`src/rtl/compression_pkg.sv`:
```
// Shared definitions for the I/Q compressor: code field layout, code limits
// and the framing state encoding.
package compression_pkg;

  localparam int SIGN_BIT = 7;
  localparam int EXP_MSB  = 6;
  localparam int EXP_LSB  = 4;
  localparam int MAN_W    = 4;

  localparam logic [3:0]  E_MAX   = 4'd7;
  localparam logic [3:0]  M_MAX   = 4'd15;
  localparam logic [15:0] MAG_MAX = 16'd31744;

  typedef enum logic {
    IDLE   = 1'b0,
    IN_PKT = 1'b1
  } frame_state_t;

  // Exponent from the leading one: below 256 the code is linear (e=0).
  function automatic logic [3:0] exp_of(input logic [15:0] mag);
    logic [3:0] e;
    e = 4'd0;
    for (int b = 8; b < 16; b++) begin
      if (mag[b]) e = 4'(b - 7);
    end
    return e;
  endfunction

endpackage

```
`src/rtl/compression_lane.sv`:
```
// Three-stage 16-bit to 8-bit sign/exponent/mantissa datapath for one sample.
// Each stage loads only when its beat is valid, so outputs hold between beats.
module compress_lane
  import compression_pkg::*;
#(
  parameter bit ROUND_EN = 1'b1
) (
  input  logic        clk,
  input  logic        rst_n,
  input  logic        en1,
  input  logic        en2,
  input  logic        en3,
  input  logic [15:0] x,
  output logic [7:0]  code,
  output logic        sat
);

  logic        s1;
  logic [15:0] mag1;

  logic        s2;
  logic [3:0]  e2;
  logic [3:0]  sh2;
  logic [16:0] r2;

  logic [3:0]  e_c;
  logic [3:0]  sh_c;
  logic [16:0] rnd_c;

  logic [5:0]  q_c;
  logic [5:0]  m_c;
  logic [3:0]  e3_c;
  logic        sat_c;
  logic [7:0]  code_c;

  always_ff @(posedge clk or negedge rst_n) begin
    if (!rst_n) begin
      s1   <= 1'b0;
      mag1 <= '0;
    end else if (en1) begin
      s1   <= x[15];
      mag1 <= x[15] ? 16'(~x + 16'd1) : x;
    end
  end

  always_comb begin
    e_c   = exp_of(mag1);
    sh_c  = (e_c == 4'd0) ? 4'd4 : e_c + 4'd3;
    rnd_c = ROUND_EN ? (17'd1 << (sh_c - 4'd1)) : 17'd0;
  end

  always_ff @(posedge clk or negedge rst_n) begin
    if (!rst_n) begin
      s2  <= 1'b0;
      e2  <= '0;
      sh2 <= '0;
      r2  <= '0;
    end else if (en2) begin
      s2  <= s1;
      e2  <= e_c;
      sh2 <= sh_c;
      r2  <= {1'b0, mag1} + rnd_c;
    end
  end

  // Rounding can carry the mantissa to 16, which bumps the exponent and may
  // push it past the largest encodable value.
  always_comb begin
    q_c   = 6'(r2 >> sh2);
    m_c   = q_c - ((e2 != 4'd0) ? 6'd16 : 6'd0);
    e3_c  = e2;
    if (m_c == 6'd16) begin
      e3_c = e2 + 4'd1;
      m_c  = 6'd0;
    end
    sat_c = (e3_c > E_MAX);
    if (sat_c) begin
      e3_c = E_MAX;
      m_c  = {2'b00, M_MAX};
    end
    code_c                   = '0;
    code_c[SIGN_BIT]         = s2;
    code_c[EXP_MSB:EXP_LSB]  = e3_c[2:0];
    code_c[MAN_W-1:0]        = m_c[3:0];
    if (s2 && (e3_c == 4'd0) && (m_c == 6'd0)) code_c = '0;
  end

  always_ff @(posedge clk or negedge rst_n) begin
    if (!rst_n) begin
      code <= '0;
      sat  <= 1'b0;
    end else if (en3) begin
      code <= code_c;
      sat  <= sat_c;
    end
  end

endmodule

```
`src/rtl/compression.sv`:
```
// I/Q compressor top: two compress_lane datapaths, a 3-deep sideband delay line,
// the packet framing monitor and saturating event counters.
module compression
  import compression_pkg::*;
#(
  parameter bit ROUND_EN = 1'b1,
  parameter int CNT_W    = 16
) (
  input  logic             clk,
  input  logic             rst_n,
  input  logic             in_valid,
  input  logic             in_sop,
  input  logic             in_eop,
  input  logic [15:0]      data_in_i,
  input  logic [15:0]      data_in_q,
  output logic             out_valid,
  output logic             out_sop,
  output logic             out_eop,
  output logic [7:0]       data_out_i,
  output logic [7:0]       data_out_q,
  output logic             out_sat,
  output logic             frame_err,
  output logic [CNT_W-1:0] err_cnt,
  output logic [CNT_W-1:0] sat_cnt
);

  logic [2:0] valid_d;
  logic [2:0] sop_d;
  logic [2:0] eop_d;
  logic [2:0] err_d;

  logic sat_i;
  logic sat_q;

  frame_state_t state;
  frame_state_t state_next;
  logic         err_now;

  compress_lane #(.ROUND_EN(ROUND_EN)) lane_i (
    .clk   (clk),
    .rst_n (rst_n),
    .en1   (in_valid),
    .en2   (valid_d[0]),
    .en3   (valid_d[1]),
    .x     (data_in_i),
    .code  (data_out_i),
    .sat   (sat_i)
  );

  compress_lane #(.ROUND_EN(ROUND_EN)) lane_q (
    .clk   (clk),
    .rst_n (rst_n),
    .en1   (in_valid),
    .en2   (valid_d[0]),
    .en3   (valid_d[1]),
    .x     (data_in_q),
    .code  (data_out_q),
    .sat   (sat_q)
  );

  always_ff @(posedge clk or negedge rst_n) begin
    if (!rst_n) begin
      valid_d <= '0;
      sop_d   <= '0;
      eop_d   <= '0;
      err_d   <= '0;
    end else begin
      valid_d <= {valid_d[1:0], in_valid};
      sop_d   <= {sop_d[1:0], in_valid & in_sop};
      eop_d   <= {eop_d[1:0], in_valid & in_eop};
      err_d   <= {err_d[1:0], err_now};
    end
  end

  assign out_valid = valid_d[2];
  assign out_sop   = sop_d[2];
  assign out_eop   = eop_d[2];
  assign frame_err = err_d[2];
  assign out_sat   = sat_i | sat_q;

  always_ff @(posedge clk or negedge rst_n) begin
    if (!rst_n) state <= IDLE;
    else        state <= state_next;
  end

  // A nested sop restarts the packet, so it closes only if eop rides with it.
  always_comb begin
    state_next = state;
    if (in_valid) begin
      case (state)
        IDLE:    if (in_sop && !in_eop) state_next = IN_PKT;
        IN_PKT:  if (in_eop)            state_next = IDLE;
        default: state_next = IDLE;
      endcase
    end
  end

  always_comb begin
    err_now = 1'b0;
    if (in_valid) begin
      case (state)
        IDLE:    err_now = !in_sop;
        IN_PKT:  err_now = in_sop;
        default: err_now = 1'b0;
      endcase
    end
  end

  always_ff @(posedge clk or negedge rst_n) begin
    if (!rst_n) begin
      err_cnt <= '0;
      sat_cnt <= '0;
    end else begin
      if (frame_err && (err_cnt != '1))
        err_cnt <= err_cnt + CNT_W'(1);
      if (out_valid && out_sat && (sat_cnt != '1))
        sat_cnt <= sat_cnt + CNT_W'(1);
    end
  end

endmodule
```
`config.mk`:
```
export PLATFORM = sky130hd
export DESIGN_NAME = compression
export DESIGN_NICKNAME = d
export VERILOG_FILES = /design/src/rtl/compression_pkg.sv /design/src/rtl/compression_lane.sv /design/src/rtl/compression.sv
export SDC_FILE = /design/constraint.sdc
export NUM_CORES = 1
export LEC_CHECK = 0
export CAP_MARGIN = 30
export CORE_ASPECT_RATIO = 0.7
export CORE_MARGIN = 10
export CORE_UTILIZATION = 59
export DETAILED_ROUTE_END_ITERATION = 8
export HOLD_SLACK_MARGIN = 0.02
export PLACE_DENSITY = 0.82
export SLEW_MARGIN = 40
export SYNTH_ARGS = -nofsm -noshare
export SYNTH_HDL_FRONTEND = slang
export SYNTH_SLANG_ARGS = --single-unit
```
`constraint.sdc`:
```
create_clock -name clk -period 5.67 [get_ports clk]
set_input_delay 1.4175 -clock clk [delete_from_list [all_inputs] [get_ports clk]]
set_output_delay 1.4175 -clock clk [all_outputs]
set_load 0.02 [all_outputs]
```
==> results_dict.tcl <==
set metrics [dict create \
    cp.arrival_ns 5.40 \
    crit_required_ns 6.01 \
    muxShareOfSynthArea_pct 14.6 \
    r2r_slack_ns 0.61 \
    holdBufCountCts 0 \
    io_buffers 89 \
    clock_sinks 149 \
    worstSetupPathType "flip-flop to flip-flop" \
    async_flop_share_pct 100 \
    tightest_slew_ns 0.757 \
    cts_tree "built" \
    synth_seq_area_share_pct 38.3 \
    cpMaxStageDelayCell "a2111oi_0" \
    grt_pass1_wl_mm 37.0 \
    firstDrtPassIters 7 \
    synthCells 964 \
    drive_gt1_share_pct 10.8 \
    htreeDepth 4 \
    drv_cap 0 \
    postCtsSetupBuffers 0 \
    synthToLayoutAreaGrowth_pct 16.1 \
    synth_top_family_by_area "simple AND/OR/NAND/NOR gates" \
    slew_violations 0 \
    fp.dieArea_sq_mm 0.0221 \
    pre_cts_ws_ns 0.761 \
    avgViaCountPerCell 5.93 \
    path_buf_inv 1 \
    max_freq_mhz 198 \
    dieWidth_microns 174 \
    hpwl_mm 16.5 \
    numCtsBuffers 17 \
    fp.coreArea_sq_mm 0.0162 \
    slew_headroom_pct 49.1 \
    synth-main-ff-cell "dfrtp_1" \
    finalClockSkew_ns 0.00961 \
    diodes 0 \
    drt_iter0_drc 700 \
    synthSimpleGateAreaFrac_pct 15.1 \
    rsz0062_at_grt "no" \
    critPathLaunchType "flip-flop" \
    ys_types 70 \
    drt_wl_total_mm 22.1 \
    cts_max_path_buffers 2 \
    path_delay_family "compound AO/OA/AOI/OAI gates" \
    synth-seq-cells 149 \
    ant_nets 0 \
    hold_viol 0 \
    setup_ws_ns 0.610 \
    finalCritPeriodShare_pct 89.3 \
    synthXorXnorAreaFrac_pct 8.09 \
    fin_tns_setup_ns 0 \
    fp-row-count 39 \
    cts.clk_slew.worst_paths_ns 0.06 \
    cp_cell_sequence "nor2_1, o21ai_0, a21oi_1, inv_1, ha_1, nand3_1, o21ai_0, a2111oi_0, xnor2_1, and3_1, ha_1, fa_1, a21o_1, a211oi_1, o21a_1, o31a_1, a311oi_1, o21a_1, o31ai_1" \
    period_needed_ns 5.06 \
    hp-class "flip-flop to flip-flop" \
    avgSynthCellArea_sq_um 10.1 \
    grt_pass1_vias 7333 \
    synth_edf_count 0 \
    grt_max_degree 78 \
    syn_area_sq_mm 0.00974 \
    grt_overflow_total 0 \
    max-vdd-ir-drop_mv 0.193 \
    yosys_warnings 0 \
    start_util_pct 59.9 \
    root_buffer "clkbuf_16" \
    p_per_area_mw_per_mm2 379 \
    io_pins 90 \
    route.vias.total 7611 \
    synth-compound-area-share_pct 13.1 \
    p_leak_nw 4.86 \
    cpPeakStageDelay_ns 0.50 \
    worstSetupEndpointType "flip-flop" \
    synth_fa_ha_area_share_pct 6.71 \
    track_usage_pct 20.2 \
    cts_resized 0 \
    worstSkewPairLatency_ns 0.43 \
    post_drt_wl_per_cell_microns 17.2 \
    cp_max_fo 9 \
    grt_antenna_before_repair 0 \
    setup-violations-final 0 \
    layout.nets 1133 \
    status "finished, final reports clean" \
    die_h_microns 128 \
    routabilityCongestion 0.955 \
    drc 0 \
]
[flip-flops by register name, summed over array words and instances (netlist names), 3 cells and up]
register     count
lane_q.code      8
valid_d          3
err_cnt         16
lane_i.r2       17
lane_i.sh2       4
lane_i.e2        4
lane_i.mag1     16
sop_d            3
sat_cnt         16
eop_d            3
lane_q.mag1     16
lane_q.e2        4
lane_i.code      8
err_d            3
lane_q.r2       17
lane_q.sh2       4
[cells by family after synthesis]
group | after synthesis
and+or+nand+nor | 297
buffers and inverters | 82
AOI/OAI and AO/OA | 197
other | 1
xor gates and xnor gates | 90
adders and majority gates | 51
muxes | 97
DFF | 149
[worst register-to-register path, stage by stage (launching register included)]
cell       delay, ns
dfrtp_1         0.43
nor2_1          0.15
o21ai_0         0.10
a21oi_1         0.37
inv_1           0.14
ha_1            0.21
nand3_1         0.24
o21ai_0         0.20
a2111oi_0       0.50
xnor2_1         0.24
and3_1          0.24
ha_1            0.22
fa_1            0.41
a21o_1          0.21
a211oi_1        0.34
o21a_1          0.24
o31a_1          0.20
a311oi_1        0.16
o21a_1          0.21
o31ai_1         0.18
[metal layers]
layer	GRT usage (%)	wire length (microns)
met1	29.9	10800
met2	28.2	9040
met3	5.41	1980
met4	5.81	242
met5	0	0
[where the power goes]
part,switching [mW],internal [mW],leakage (nW)
Sequential,0.299,1.29,1.80
Clock,0.495,0.578,0.265
Combinational,0.801,0.831,2.79
[cells in the mapped netlist, types with 3 or more instances]
library cell / count / share of area [%]
a211o_1: 3 / 0.27
a211oi_1: 10 / 0.77
a21o_1: 13 / 1.0
a21oi_1: 53 / 2.7
a221oi_1: 3 / 0.27
a31o_2: 3 / 0.27
a31oi_1: 10 / 0.64
and2_1: 10 / 0.64
and3_1: 15 / 0.96
and4_1: 7 / 0.63
buf_1: 7 / 0.27
buf_2: 3 / 0.15
clkbuf_1: 19 / 0.73
clkbuf_8: 3 / 0.42
dfrtp_1: 149 / 38
ha_1: 49 / 6.3
inv_1: 47 / 1.8
mux2_2: 41 / 4.7
mux2i_1: 27 / 2.8
mux4_1: 13 / 3.5
mux4_2: 15 / 3.5
nand2_1: 73 / 2.8
nand2b_1: 5 / 0.32
nand3_1: 26 / 1.3
nand4_1: 11 / 0.71
nor2_1: 80 / 3.1
nor2b_1: 14 / 0.90
nor3_1: 21 / 1.1
nor4_1: 4 / 0.26
o211ai_1: 6 / 0.46
o21a_1: 10 / 0.77
o21ai_0: 43 / 2.2
o21bai_1: 3 / 0.23
o22a_1: 9 / 0.81
o31ai_1: 7 / 0.54
o41ai_1: 3 / 0.27
or2_2: 6 / 0.39
or3_1: 9 / 0.58
or4_1: 7 / 0.54
xnor2_1: 54 / 4.9
xor2_1: 36 / 3.2
[placed cells by master, fill, tap and decap left out, drive strengths merged, types with 11 or more instances in the layout]
| cell type | Yosys | routed |
|---|---|---|
| a21o | 13 | 13 |
| a21oi | 53 | 53 |
| and3 | 15 | 15 |
| clkbuf | 22 | 17 |
| clkdlybuf4s50 | 0 | 87 |
| dfrtp | 149 | 149 |
| ha | 49 | 49 |
| inv | 47 | 56 |
| mux2 | 42 | 42 |
| mux2i | 27 | 27 |
| mux4 | 28 | 28 |
| nand2 | 73 | 73 |
| nand3 | 26 | 26 |
| nand4 | 11 | 11 |
| nor2 | 80 | 80 |
| nor2b | 14 | 14 |
| nor3 | 21 | 21 |
| o21ai | 44 | 44 |
| xnor2 | 54 | 54 |
| xor2 | 36 | 36 |
[worst paths after layout]
check | startpoint | to | cells after the start
worst max-delay path | lane_i.mag1[12] | lane_i.r2[14] | 19
worst min-delay path | err_d[1] | err_d[2] | 0
worst max register to register | lane_i.mag1[12] | lane_i.r2[14] | 19
worst min register to register | err_d[1] | err_d[2] | 0
max in group asynchronous | rst_n | valid_d[1] | 2
min in group asynchronous | rst_n | err_cnt[10] | 1
[area by class of cell]
class / instances / area, sq um
inverter: 47 / 176
sequential: 149 / 3730
multi-input combinational: 737 / 5640
fill: 1262 / 4940
timing repair buffer: 93 / 917
tap: 225 / 282
clock buffer: 17 / 425
clock inverter: 15 / 136
[through the flow]
step	power, mW	utilization (%)	hold WS [ns]	area [sq um]	cells
CTS	4.30	69.6	0.344	11300	1283
global route	4.56	69.6	0.352	11300	1283
finish	4.29	69.6	0.344	11300	1283
floorplan	2.69	-	0.331	9760	968
detailed placement	3.21	66.1	0.336	10700	1251
global placement	3.15	66.1	0.331	10700	1251
Note: power is estimated with default switching activity, not from simulation.
